$ cat config.mk
export PLATFORM = sky130hd
export DESIGN_NAME = axi4lite_cmd_sequencer
export DESIGN_NICKNAME = d
export VERILOG_FILES = /design/src/rtl/axi4lite_pkg.sv /design/src/rtl/axi4lite_sync_fifo.sv /design/src/rtl/axi4lite_cmd_sequencer.sv
export SDC_FILE = /design/constraint.sdc
export NUM_CORES = 1
export LEC_CHECK = 0
export BUFFER_PORTS_ARGS = -buffer_cell sky130_fd_sc_hd__buf_2
export CAP_MARGIN = 15
export CORE_MARGIN = 2
export CORE_UTILIZATION = 53
export DETAILED_ROUTE_END_ITERATION = 8
export PLACE_DENSITY = 0.76
export SLEW_MARGIN = 10
export SYNTH_ARGS = -nofsm -noshare
export SYNTH_HDL_FRONTEND = slang
export SYNTH_SLANG_ARGS = --single-unit
$ cat constraint.sdc
create_clock -name clk -period 2.05 [get_ports clk]
set_input_delay 0.205 -clock clk [delete_from_list [all_inputs] [get_ports clk]]
set_output_delay 0.205 -clock clk [all_outputs]
set_load 0.01 [all_outputs]
$ cat src/rtl/axi4lite_pkg.sv
// Shared types for the AXI4-Lite command sequencer: access kinds, FSM states and
// the packed command/response records carried through the FIFOs.
package axi4lite_pkg;

    localparam int AXI_ADDR_W = 2;
    localparam int AXI_DATA_W = 8;

    localparam logic RW_WRITE = 1'b0;
    localparam logic RW_READ  = 1'b1;

    typedef enum logic [1:0] {
        IDLE,
        ISSUE,
        WAIT
    } state_t;

    typedef struct packed {
        logic                  rw;
        logic [AXI_ADDR_W-1:0] addr;
        logic [AXI_DATA_W-1:0] wdata;
    } cmd_t;

    typedef struct packed {
        logic                  rw;
        logic [AXI_DATA_W-1:0] rdata;
        logic                  err;
    } rsp_t;

endpackage

$ cat src/rtl/axi4lite_sync_fifo.sv
// Single-clock FIFO with combinational head output. Push and pop in the same
// cycle are both honoured, including when full; callers never push when full without popping.
module axi4lite_sync_fifo #(
    parameter int WIDTH = 8,
    parameter int DEPTH = 4
) (
    input  logic                     clk,
    input  logic                     rst,
    input  logic                     push,
    input  logic [WIDTH-1:0]         push_data,
    input  logic                     pop,
    output logic [WIDTH-1:0]         pop_data,
    output logic                     empty,
    output logic [$clog2(DEPTH):0]   count
);
    localparam int AW = $clog2(DEPTH);

    logic [WIDTH-1:0] mem [DEPTH];
    logic [AW:0]      wr_ptr;
    logic [AW:0]      rd_ptr;

    always_ff @(posedge clk) begin
        if (rst) begin
            wr_ptr <= '0;
            rd_ptr <= '0;
        end else begin
            if (push) wr_ptr <= wr_ptr + 1'b1;
            if (pop)  rd_ptr <= rd_ptr + 1'b1;
        end
    end

    // Storage is data only; stale entries are unreachable once the pointers reset.
    always_ff @(posedge clk) begin
        if (push) mem[wr_ptr[AW-1:0]] <= push_data;
    end

    assign pop_data = mem[rd_ptr[AW-1:0]];
    assign empty    = (wr_ptr == rd_ptr);
    assign count    = wr_ptr - rd_ptr;

endmodule

$ cat src/rtl/axi4lite_cmd_sequencer.sv
// Queues host register commands, issues them one at a time to the AXI4-Lite top,
// and returns in-order responses (read data, timeout error) through a response FIFO.
module axi4lite_cmd_sequencer
    import axi4lite_pkg::*;
#(
    parameter int ADDR_WIDTH = AXI_ADDR_W,
    parameter int DATA_WIDTH = AXI_DATA_W,
    parameter int CMD_DEPTH  = 4,
    parameter int RSP_DEPTH  = 4,
    parameter int TIMEOUT    = 255
) (
    input  logic                  clk,
    input  logic                  rst,
    input  logic                  cmd_valid,
    output logic                  cmd_ready,
    input  logic                  cmd_rw,
    input  logic [ADDR_WIDTH-1:0] cmd_addr,
    input  logic [DATA_WIDTH-1:0] cmd_wdata,
    output logic                  start_write,
    output logic                  start_read,
    output logic [ADDR_WIDTH-1:0] axi_addr,
    output logic [DATA_WIDTH-1:0] axi_wdata,
    input  logic [DATA_WIDTH-1:0] axi_rdata,
    input  logic                  done,
    output logic                  rsp_valid,
    input  logic                  rsp_ready,
    output logic                  rsp_rw,
    output logic [DATA_WIDTH-1:0] rsp_rdata,
    output logic                  rsp_err,
    output logic                  busy
);
    localparam int CAW = $clog2(CMD_DEPTH);
    localparam int RAW = $clog2(RSP_DEPTH);
    localparam int TW  = $clog2(TIMEOUT + 1);

    localparam logic [CAW:0]   CMD_CAP = (CAW + 1)'(CMD_DEPTH);
    localparam logic [RAW+1:0] RSP_CAP = (RAW + 2)'(RSP_DEPTH);
    localparam logic [TW-1:0]  TO_LAST = TW'(TIMEOUT - 1);

    state_t        state;
    logic          cur_rw;
    logic [TW-1:0] wait_cnt;

    cmd_t          cmd_in;
    cmd_t          cmd_head;
    logic          cmd_push;
    logic          cmd_pop;
    logic          cmd_empty;
    logic [CAW:0]  cmd_count;

    rsp_t          rsp_in;
    rsp_t          rsp_head;
    logic          rsp_push;
    logic          rsp_pop;
    logic          rsp_empty;
    logic [RAW:0]  rsp_count;
    logic [RAW+1:0] rsp_committed;
    logic          in_flight;

    assign cmd_ready = (cmd_count != CMD_CAP);
    assign cmd_push  = cmd_valid && cmd_ready;
    assign cmd_in    = '{rw: cmd_rw, addr: cmd_addr, wdata: cmd_wdata};

    axi4lite_sync_fifo #(
        .WIDTH ($bits(cmd_t)),
        .DEPTH (CMD_DEPTH)
    ) u_cmd_fifo (
        .clk       (clk),
        .rst       (rst),
        .push      (cmd_push),
        .push_data (cmd_in),
        .pop       (cmd_pop),
        .pop_data  (cmd_head),
        .empty     (cmd_empty),
        .count     (cmd_count)
    );

    // A command only leaves the queue when its response is guaranteed a slot,
    // so the push at WAIT exit can never meet a full response FIFO.
    assign in_flight     = (state != IDLE);
    assign rsp_committed = {1'b0, rsp_count} + (RAW + 2)'(in_flight);
    assign cmd_pop       = (state == IDLE) && !cmd_empty && (rsp_committed < RSP_CAP);

    // done takes priority over the timeout when both land in the same cycle.
    assign rsp_push     = (state == WAIT) && (done || (wait_cnt == TO_LAST));
    assign rsp_in.rw    = cur_rw;
    assign rsp_in.rdata = (done && (cur_rw == RW_READ)) ? axi_rdata : '0;
    assign rsp_in.err   = !done;

    axi4lite_sync_fifo #(
        .WIDTH ($bits(rsp_t)),
        .DEPTH (RSP_DEPTH)
    ) u_rsp_fifo (
        .clk       (clk),
        .rst       (rst),
        .push      (rsp_push),
        .push_data (rsp_in),
        .pop       (rsp_pop),
        .pop_data  (rsp_head),
        .empty     (rsp_empty),
        .count     (rsp_count)
    );

    assign rsp_valid = !rsp_empty;
    assign rsp_pop   = rsp_valid && rsp_ready;
    assign rsp_rw    = rsp_head.rw;
    assign rsp_rdata = rsp_head.rdata;
    assign rsp_err   = rsp_head.err;
    assign busy      = in_flight || (cmd_count != '0) || (rsp_count != '0);

    always_ff @(posedge clk) begin
        if (rst) begin
            state       <= IDLE;
            cur_rw      <= RW_WRITE;
            wait_cnt    <= '0;
            start_write <= 1'b0;
            start_read  <= 1'b0;
            axi_addr    <= '0;
            axi_wdata   <= '0;
        end else begin
            start_write <= 1'b0;
            start_read  <= 1'b0;
            case (state)
                IDLE: begin
                    if (cmd_pop) begin
                        axi_addr    <= cmd_head.addr;
                        axi_wdata   <= cmd_head.wdata;
                        cur_rw      <= cmd_head.rw;
                        start_write <= (cmd_head.rw == RW_WRITE);
                        start_read  <= (cmd_head.rw == RW_READ);
                        wait_cnt    <= '0;
                        state       <= ISSUE;
                    end
                end
                ISSUE: begin
                    state <= WAIT;
                end
                WAIT: begin
                    if (rsp_push) state <= IDLE;
                    else          wait_cnt <= wait_cnt + 1'b1;
                end
                default: state <= IDLE;
            endcase
        end
    end

endmodule

# Word level (Yosys, flattened, before mapping)
# Memories as Yosys holds them, arrays and structs flattened. A register that Yosys moved wholly into a read port is not among the register bits.
# Index checks and enable logic that the tools add are counted.
# W data, S select, Z words.
word_totals:
  ram_bits: 84
  ff_bits: 35
  memories: 2
  wordCells: 70
mem_list:
  columns: ["name", "words", "width", "rd", "rd_ports_with_merged_regs", "wr", "line", "text"]
  rows:
  - ["u_cmd_fifo.mem", 4, 11, 1, 1, 1, "axi4lite_sync_fifo.sv:18", "logic [WIDTH-1:0] mem [DEPTH];"]
  - ["u_rsp_fifo.mem", 4, 10, 1, 1, 1, "axi4lite_sync_fifo.sv:18", null]
classes:
  bitwise: 3
  n_addsub: 8
  n_reduce_logical: 21
  mux: 15
  eq_ne: 9
  n_lt_le_gt_ge: 1
op_table:
  columns: ["cell", "count"]
  rows:
  - ["$mux W8", 3]
  - ["$pmux W8 S2", 1]
  - ["$add A3 B1 Y3 const B", 4]
  - ["$mux W2", 6]
  - ["$add A8 B1 Y8 const B", 1]
  - ["$eq A8 B8 Y1 const B", 1]
  - ["$eq A3 B3 Y1", 2]
  - ["$logic_and A1 B1 Y1", 6]
  - ["$ne A2 B2 Y1 const B", 3]
  - ["$pmux W2 S3", 1]
  - ["$reduce_bool A3 Y1", 2]
  - ["$sub A3 B3 Y3", 2]
  - ["$add A3 B1 Y4", 1]
  - ["$lt A4 B3 Y1 const B", 1]
  - ["$mux W1", 4]
  - ["$reduce_and A2 Y1", 2]
  - ["$reduce_bool A2 Y1", 2]
  - ["$logic_not A1 Y1", 3]
  - ["$logic_or A1 B1 Y1", 3]
  - ["$ne A3 B3 Y1 const B", 1]
  - ["$not A1 Y1", 3]
  - ["$reduce_and A3 Y1", 1]
  - ["$reduce_or A3 Y1", 1]
  - ["$eq A2 B1 Y1 const B", 1]
  - ["2 further kinds", 2]

# Longest topological paths before layout
# Gate-level depths: netlist of the first run.
depth:
  depth_word: 6
  mapped_depth: 8
  mapped_depth_nobuf: 7

# Hierarchy
# From an unflattened synthesis of the first run, not the netlist that was laid out.
hier_totals:
  hier_cells: 330
  area_unflattened_um2: 4956.0
modules_own_cells:
  columns: ["module", "area_per_inst_um2", "instances", "cells_per_inst"]
  rows:
  - ["axi4lite_sync_fifo at u_cmd_fifo", 2031.9, 1, 102]
  - ["axi4lite_sync_fifo at u_rsp_fifo", 1885.6, 1, 97]
  - ["axi4lite_cmd_sequencer", 1038.5, 1, 131]

# Worst setup path before layout of the first run
# OpenSTA, ideal clock, no wires.
synth_path:
  path_type: "register to register"
  from: "register u_cmd_fifo.rd_ptr[1]"
  to: "register u_cmd_fifo.wr_ptr[2]"
  t_arrival_ns: 1.957
  path_stages_with_launch: 7
  path_slack_ns: -0.030
  required_time_ns: 1.927
  period_less_slack_ns: 2.080
  path_buffers: 0
  path_cell_list: "dfxtp_1 inv_1 ha_1 nand2b_1 xnor2_1 a31oi_1 mux2_1"
synth_between:
  elab_chain_cells: 3
synth_rtl:
  columns: ["element", "line", "text"]
  rows:
  - ["start: declaration", "axi4lite_sync_fifo.sv:20", "logic [AW:0] rd_ptr;"]
  - ["start signal: assignment", "axi4lite_sync_fifo.sv:28", "if (pop) rd_ptr <= rd_ptr + 1'b1;"]
  - ["$sub A3 B3 Y3", "axi4lite_sync_fifo.sv:39", "assign count = wr_ptr - rd_ptr;"]
  - ["$ne A3 B3 Y1", "axi4lite_cmd_sequencer.sv:60", "assign cmd_ready = (cmd_count != CMD_CAP);"]
  - ["$logic_and A1 B1 Y1", "axi4lite_cmd_sequencer.sv:61", "assign cmd_push = cmd_valid && cmd_ready;"]
  - ["end signal: assignment", "axi4lite_sync_fifo.sv:27", "if (push) wr_ptr <= wr_ptr + 1'b1;"]
  - ["end: declaration", "axi4lite_sync_fifo.sv:19", "logic [AW:0] wr_ptr;"]
# No other way between the ends.
# A chain may end at the register's enable or synchronous reset.

# Worst setup path in the final report of the first run
layout_path:
  from: "register u_rsp_fifo.wr_ptr[0]"
  to: "output busy"
layout_between:
  elab_chain_cells: 3
layout_rtl:
  columns: ["element", "line", "text"]
  rows:
  - ["start: declaration", "axi4lite_sync_fifo.sv:19", null]
  - ["start signal: assignment", "axi4lite_sync_fifo.sv:27", null]
  - ["$sub A3 B3 Y3", "axi4lite_sync_fifo.sv:39", null]
  - ["$reduce_bool A3 Y1", "axi4lite_cmd_sequencer.sv:109", "assign busy = in_flight || (cmd_count != '0) || (rsp_count != '0);"]
  - ["$logic_or A1 B1 Y1", "axi4lite_cmd_sequencer.sv:109", null]
  - ["end: declaration", "axi4lite_cmd_sequencer.sv:30", "output logic busy"]
# No other way between the ends.

==> impl_metrics.ini, run 1 <==
[status]
failed_checks = setup timing
status = finished with violations

[drt]
wirelength_um = 9448
dr_total_vias = 2922
route.detailed.vias_per_inst = 5.462
drtAntennaViolNets = 0
dr.first_iter.drc_count = 145
avgRoutedWirePerCell_um = 17.66
drt_pass1_iterations = 5
route.detailed.drc = 0

[sta]
achievable-frequency_ghz = 0.4679
worst_slew_margin_rel_pct = 62.96
tightestPinTransition_ps = 548.1
final-setup-viol-count = 3
timing.final.crit_share_pct = 104.3
fin_setup_tns_ps = -97.45
timing.final.max_slew_violations = 0
hold_viol_final = 0
timing.final.ws_setup_ps = -87.23
rsz0062_at_grt = yes
finalWorstPathRequiredPeriod_ps = 2137
timing.clock.skew_ps = 5.767

[grt]
grt_antenna_before_repair = 0
grt_pass1_wl_um = 14640
groute.layer.met1.usage_pct = 22.59
grt.overflow.total = 0
global_route.usage.total_pct = 19.37
maximum_number_of_pins_on_one_net_before_global_route_repair = 28
top_usage_layer = met2
first_global_vias = 3059
grt_util_met3_pct = 6.103
grt.met2_usage_pct = 33.59

[finish]
layout-drive-gt1-share_pct = 36.56
final_layout_net_count = 452
final-instance-count-excl-fill = 535
layout.cells.most_common = edfxtp_1
antenna_cells = 0
syn2layout_area_growth_pct = 28.43
final_cell_mix = edfxtp_1, buf_2, dfxtp_1

[yosys]
synth_xor_xnor_area_share_pct = 2.218
async_flop_share_pct = 0
synth.largest_area_cell = edfxtp_1
post_synth_and_or_nand_nor_area_fraction_pct = 8.543
syn-num-nets = 360
cell_count_after_synthesis = 319
synth.top_cells.by_area = edfxtp_1, dfxtp_1, mux4_2
netlist-cell-type-count = 41
synthDominantCellAreaShare_pct = 50.81
synth-edff-count = 84
flip_flop_and_latch_count_after_synthesis = 123
avgSynthCellArea_um2 = 15.56
synth_compound_area_share_pct = 3.049
synth_warnings = 0
synth_seq_area_share_pct = 66.53
synth_top_flop_cell = edfxtp_1
synth_mux_area_share_pct = 13.03
synthesis.area_um2 = 4965
synth_top_family_by_area = multiplexers
synthAdderAreaFrac_pct = 4.435

[setup_path]
max_stage_delay_ps = 520
setup.worst_path.start_class = register
setup.worst_path.class = register to primary output
crit_buf_inv = 2
critical_path.top_delay_family = adder cells
arrival_ps = 1930
cp_data_required_time_ps = 1850
timing.critical_path.cells = inv_2, ha_4, fa_2, nand2_1, nor2_1, nand4_1, buf_2
path_depth = 7
ff2ff_path_depth = 10
worst-path-max-fanout = 2
cp_slowest_cell = fa_2
cp-end-kind = primary output

[floorplan]
design.die.area_um2 = 10160
io-pin-count = 49
die_h_um = 100.8
design.core.area_um2 = 9153
die-width_um = 100.8
placement_rows = 35
initial_utilization_pct = 54.24

[cts]
ctsLongestPathBuffers = 2
clock_tree.htree_level_count = 4
clkLatencyLatePin_ps = 510
cts.reportedPaths.clkPinSlew_ps = 60
cts.root.buffer_cell = clkbuf_8
tritoncts_num_sinks = 123
cts-buffers-inserted = 17
tritoncts = built

[pwr]
power-per-cell-area_nw_per_um2 = 1280
power_frac_comb_pct = 27.2
power_leakage_uw = 0.002440
worst_ir_drop_vdd_uv = 811.7
power.switching_uw = 2370
share_seq_of_total_power_pct = 39.1
p_int_uw = 5794
switching_share_pct = 29.03
clk_network_pwr_share_pct = 33.7

[run]
max_cap_violations = 0

[place]
gpl.final_weighted_congestion = 0.7207
post-place-cells = 483
detailedPlacementHpwl_um = 5790
place.port_buffers = 48

[worst_hold_path]
worst_hold_path.num_cells = 3
hold_path.class = input pin to register
-- worst register-to-register path, delay by kind of cell (launching register included) --
kind | cells | cell delay [ps]
DFF | 1 | 330
adders and majority gates | 2 | 470
muxes | 1 | 220
buffers and inverters | 4 | 530
AOI/OAI and AO/OA | 1 | 110
xor gates and xnor gates | 1 | 210
and+or+nand+nor | 1 | 60
-- area by class of cell --
class,instances,area [µm²]
Sequential cell,123,3312
Fill cell,560,2776
Multi-Input combinational cell,172,1657
Timing Repair Buffer,84,663.1
Clock buffer,18,417.9
Clock inverter,14,138.9
Tap cell,111,138.9
Inverter,13,48.80
-- repair_timing --
action,4_1_cts,5_1_grt
hold buffers,11,0
endpoints found under the setup margin,3,25
endpoints found under the hold margin,44,0
buffers inserted,2,4
pin swaps,0,5
gates cloned,0,3
gates resized for setup,8,20
-- sequential cells by signal, summed over array words and instances, names as in the netlist, named ones only --
signal / count
axi_wdata: 8
wait_cnt: 8
cur_rw: 1
start_write: 1
u_cmd_fifo.rd_ptr: 3
state: 2
u_cmd_fifo.wr_ptr: 3
u_rsp_fifo.wr_ptr: 3
u_rsp_fifo.mem: 40
axi_addr: 2
u_rsp_fifo.rd_ptr: 3
start_read: 1
u_cmd_fifo.mem: 44
-- synthesized netlist by cell type (all sizes together), types with 3 or more instances --
library cell  count
edfxtp           84
and2              7
xor2              8
ha               16
mux2              3
mux4             21
dfxtp            39
mux2i            14
buf               6
or4               3
nand4             3
a21oi            10
nand2            11
and3              9
clkbuf            5
nand2b            4
nand3             6
nor2             30
o31ai             3
o211ai            3
o21ai             4
inv              13
-- power by group through the flow --
stage                     combinational, µW  clock (µW)  sequential, µW
after floorplan                        1150           0            3210
after global placement                 1690           0            3220
after detailed placement               1750           0            3230
after CTS                              1810        2790            3180
after global routing                   2390        2890            3230
final                                  2220        2750            3190
-- per-layer routing --
metal	routed length, µm	share of wire [%]
met1	3749	40
met2	5044	53
met3	472	5.0
met4	182	1.9
met5	0	0
-- path summary, 6_finish.rpt --
kind / startpoint / endpoint / slack (ps)
hold / removal: rst / u_cmd_fifo.wr_ptr[0] / 60
hold reg to reg: wait_cnt[0] / wait_cnt[0] / 490
setup / recovery: u_rsp_fifo.wr_ptr[0] / busy / -90
setup reg to reg: u_rsp_fifo.wr_ptr[0] / axi_wdata[3] / -10
-- cells by family (layout without fill, tap and decap cells) --
group	Yosys count	after routing
buffers and inverters	24	129
multiplexers	38	38
XOR/XNOR	11	11
adder cells (fa/ha/maj)	17	17
flip-flops	123	123
AO/OA/AOI/OAI	24	24
AND/OR/NAND/NOR	82	82
-- metrics by stage --
stage / util [%] / total power (µW) / hold WS [ps] / setup slack (ps) / cell area, µm²
floorplan: - / 4359 / 303.9 / 92.75 / 4971
CTS: 67.81 / 7779 / 42.89 / -118.0 / 6206
global route: 69.67 / 8510 / 74.07 / -165.3 / 6376
finish: 69.67 / 8163 / 60.45 / -87.23 / 6376
global placement: 60.07 / 4905 / 415.1 / 150.6 / 5498
detailed placement: 60.07 / 4974 / 422.1 / -5.022 / 5498
Note: power is estimated with default switching activity, not from simulation.
==> run 2: changes to the inputs <==
Settings changed: SETUP_SLACK_MARGIN set to 0.5.
==> impl_metrics.ini, run 2 (same netlist as run 1, synthesis figures left out) <==
[finish]
filler_cell_count = 497
layout-drive-gt1-share_pct = 46.67
antenna_cells = 0
post-route-cell-area_um2 = 6770
final_cell_mix = edfxtp_1, buf_2, dfxtp_1
final_layout_net_count = 463
syn2layout_area_growth_pct = 36.37
layout.cells.most_common = edfxtp_1
final-instance-count-excl-fill = 546
largest_register_ffs = 44

[setup_path]
ff2ff_path_depth = 8
arrival_ps = 1960
max_stage_delay_ps = 520
crit_buf_inv = 2
cp_data_required_time_ps = 1850
cp_slowest_cell = fa_2
setup.worst_path.class = register to primary output
worst-path-max-fanout = 2
cp-end-kind = primary output
setup.worst_path.start_class = register
path_depth = 7
critical_path.top_delay_family = adder cells
timing.critical_path.cells = inv_4, ha_4, fa_2, nand2_1, nor2_1, nand4_1, buf_2

[worst_hold_path]
hold_path.class = input pin to register
worst_hold_path.num_cells = 2

[grt]
grt_pass1_wl_um = 16830
first_global_vias = 3287
grt_antenna_before_repair = 0
grt.overflow.total = 0
global_route.usage.total_pct = 22.76
maximum_number_of_pins_on_one_net_before_global_route_repair = 21

[pwr]
power_leakage_uw = 0.002556
power-per-cell-area_nw_per_um2 = 1260
worst_ir_drop_vdd_uv = 861.4

[run]
max_cap_violations = 0

[place]
gpl.final_weighted_congestion = 0.7855
detailedPlacementHpwl_um = 5818
placedInstanceArea_um2 = 5466
post-place-cells = 476
place.port_buffers = 48

[sta]
timing.final.max_slew_violations = 0
timing.final.crit_share_pct = 105.6
timing.final.ws_setup_ps = -115.0
tightestPinTransition_ps = 469.7
rsz0062_at_grt = yes
hold_viol_final = 0
finalWorstPathRequiredPeriod_ps = 2165
hold_slack_ps = 26.11
final-setup-viol-count = 1
worst_slew_margin_rel_pct = 68.64
achievable-frequency_ghz = 0.4619
timing.clock.skew_ps = 14.21

[drt]
m1WireLength_um = 4253
met2_layer_wire_length_in_the_routed_design_um = 5939
routed-wl-met3_um = 517
drt_pass1_iterations = 4
route.detailed.vias_per_inst = 5.625
dr.first_iter.drc_count = 112
avgRoutedWirePerCell_um = 19.90
wirelength_um = 10870
highest-signal-layer = met4
drtAntennaViolNets = 0
route.detailed.drc = 0
dr_total_vias = 3071

[cts]
cts-buffers-inserted = 17
tritoncts_num_sinks = 123
clock_tree.htree_level_count = 4
cts.reportedPaths.clkPinSlew_ps = 60
cts.root.buffer_cell = clkbuf_8
ctsLongestPathBuffers = 2
clkLatencyLatePin_ps = 510
tritoncts = built

[floorplan]
initial_utilization_pct = 54.24
design.die.area_um2 = 10160
placement_rows = 35
die-width_um = 100.8
design.core.area_um2 = 9153
io-pin-count = 49
die_h_um = 100.8

[status]
status = finished with violations
failed_checks = setup timing
[run 2: worst paths after layout]
path | start | end | slack [ps]
min reg2reg | axi_wdata[4] | axi_wdata[4] | 520
min | rst | u_rsp_fifo.rd_ptr[0] | 30
max | u_rsp_fifo.wr_ptr[0] | busy | -120
max reg2reg | u_rsp_fifo.wr_ptr[0] | axi_wdata[6] | 100
[run 2: metal layers]
| metal | up-vias | global-route usage, % |
|---|---|---|
| li1 | 1410 | - |
| met1 | 1560 | 25.66 |
| met2 | 86 | 41.44 |
| met3 | 15 | 6.311 |
| met4 | 0 | 7.692 |
| met5 | - | 0 |
[run 2: per-stage QoR]
step | setup WS (ps) | utilization [%] | TNS, ps | total power [µW]
4_1_cts | -129.8 | 73.36 | -129.8 | 8416
3_5_place_dp | 52.38 | 59.73 | 0 | 4977
6_report | -115.0 | 73.97 | -115.0 | 8533
5_1_grt | -226.0 | 73.97 | -274.2 | 8896
2_1_floorplan | 278.9 | - | 0 | 4477
3_3_place_gp | 143.1 | 59.73 | 0 | 4917
[run 2: area by class of cell]
type | count | area (µm²) | share of cell area (%)
tap | 111 | 138.9 | 2.051
timing repair buffer | 92 | 788.3 | 11.64
clock inverter | 15 | 158.9 | 2.347
clock buffer | 17 | 414.1 | 6.117
inverter | 13 | 53.80 | 0.7947
multi-input combinational | 175 | 1882 | 27.80
sequential | 123 | 3334 | 49.25
[run 2: timing repair]
action / CTS / global route
setup endpoints to repair: 131 / 129
resized for setup: 83 / 9
endpoints found under the hold margin: 44 / 0
pin swaps: 18 / 12
cloned: 6 / 0
hold buffers: 11 / 0
buffers inserted: 18 / 3
[run 2: report_power, final]
part	internal (µW)	switching [µW]
sequential	2990	232
clock	1750	1160
combinational	1240	1170
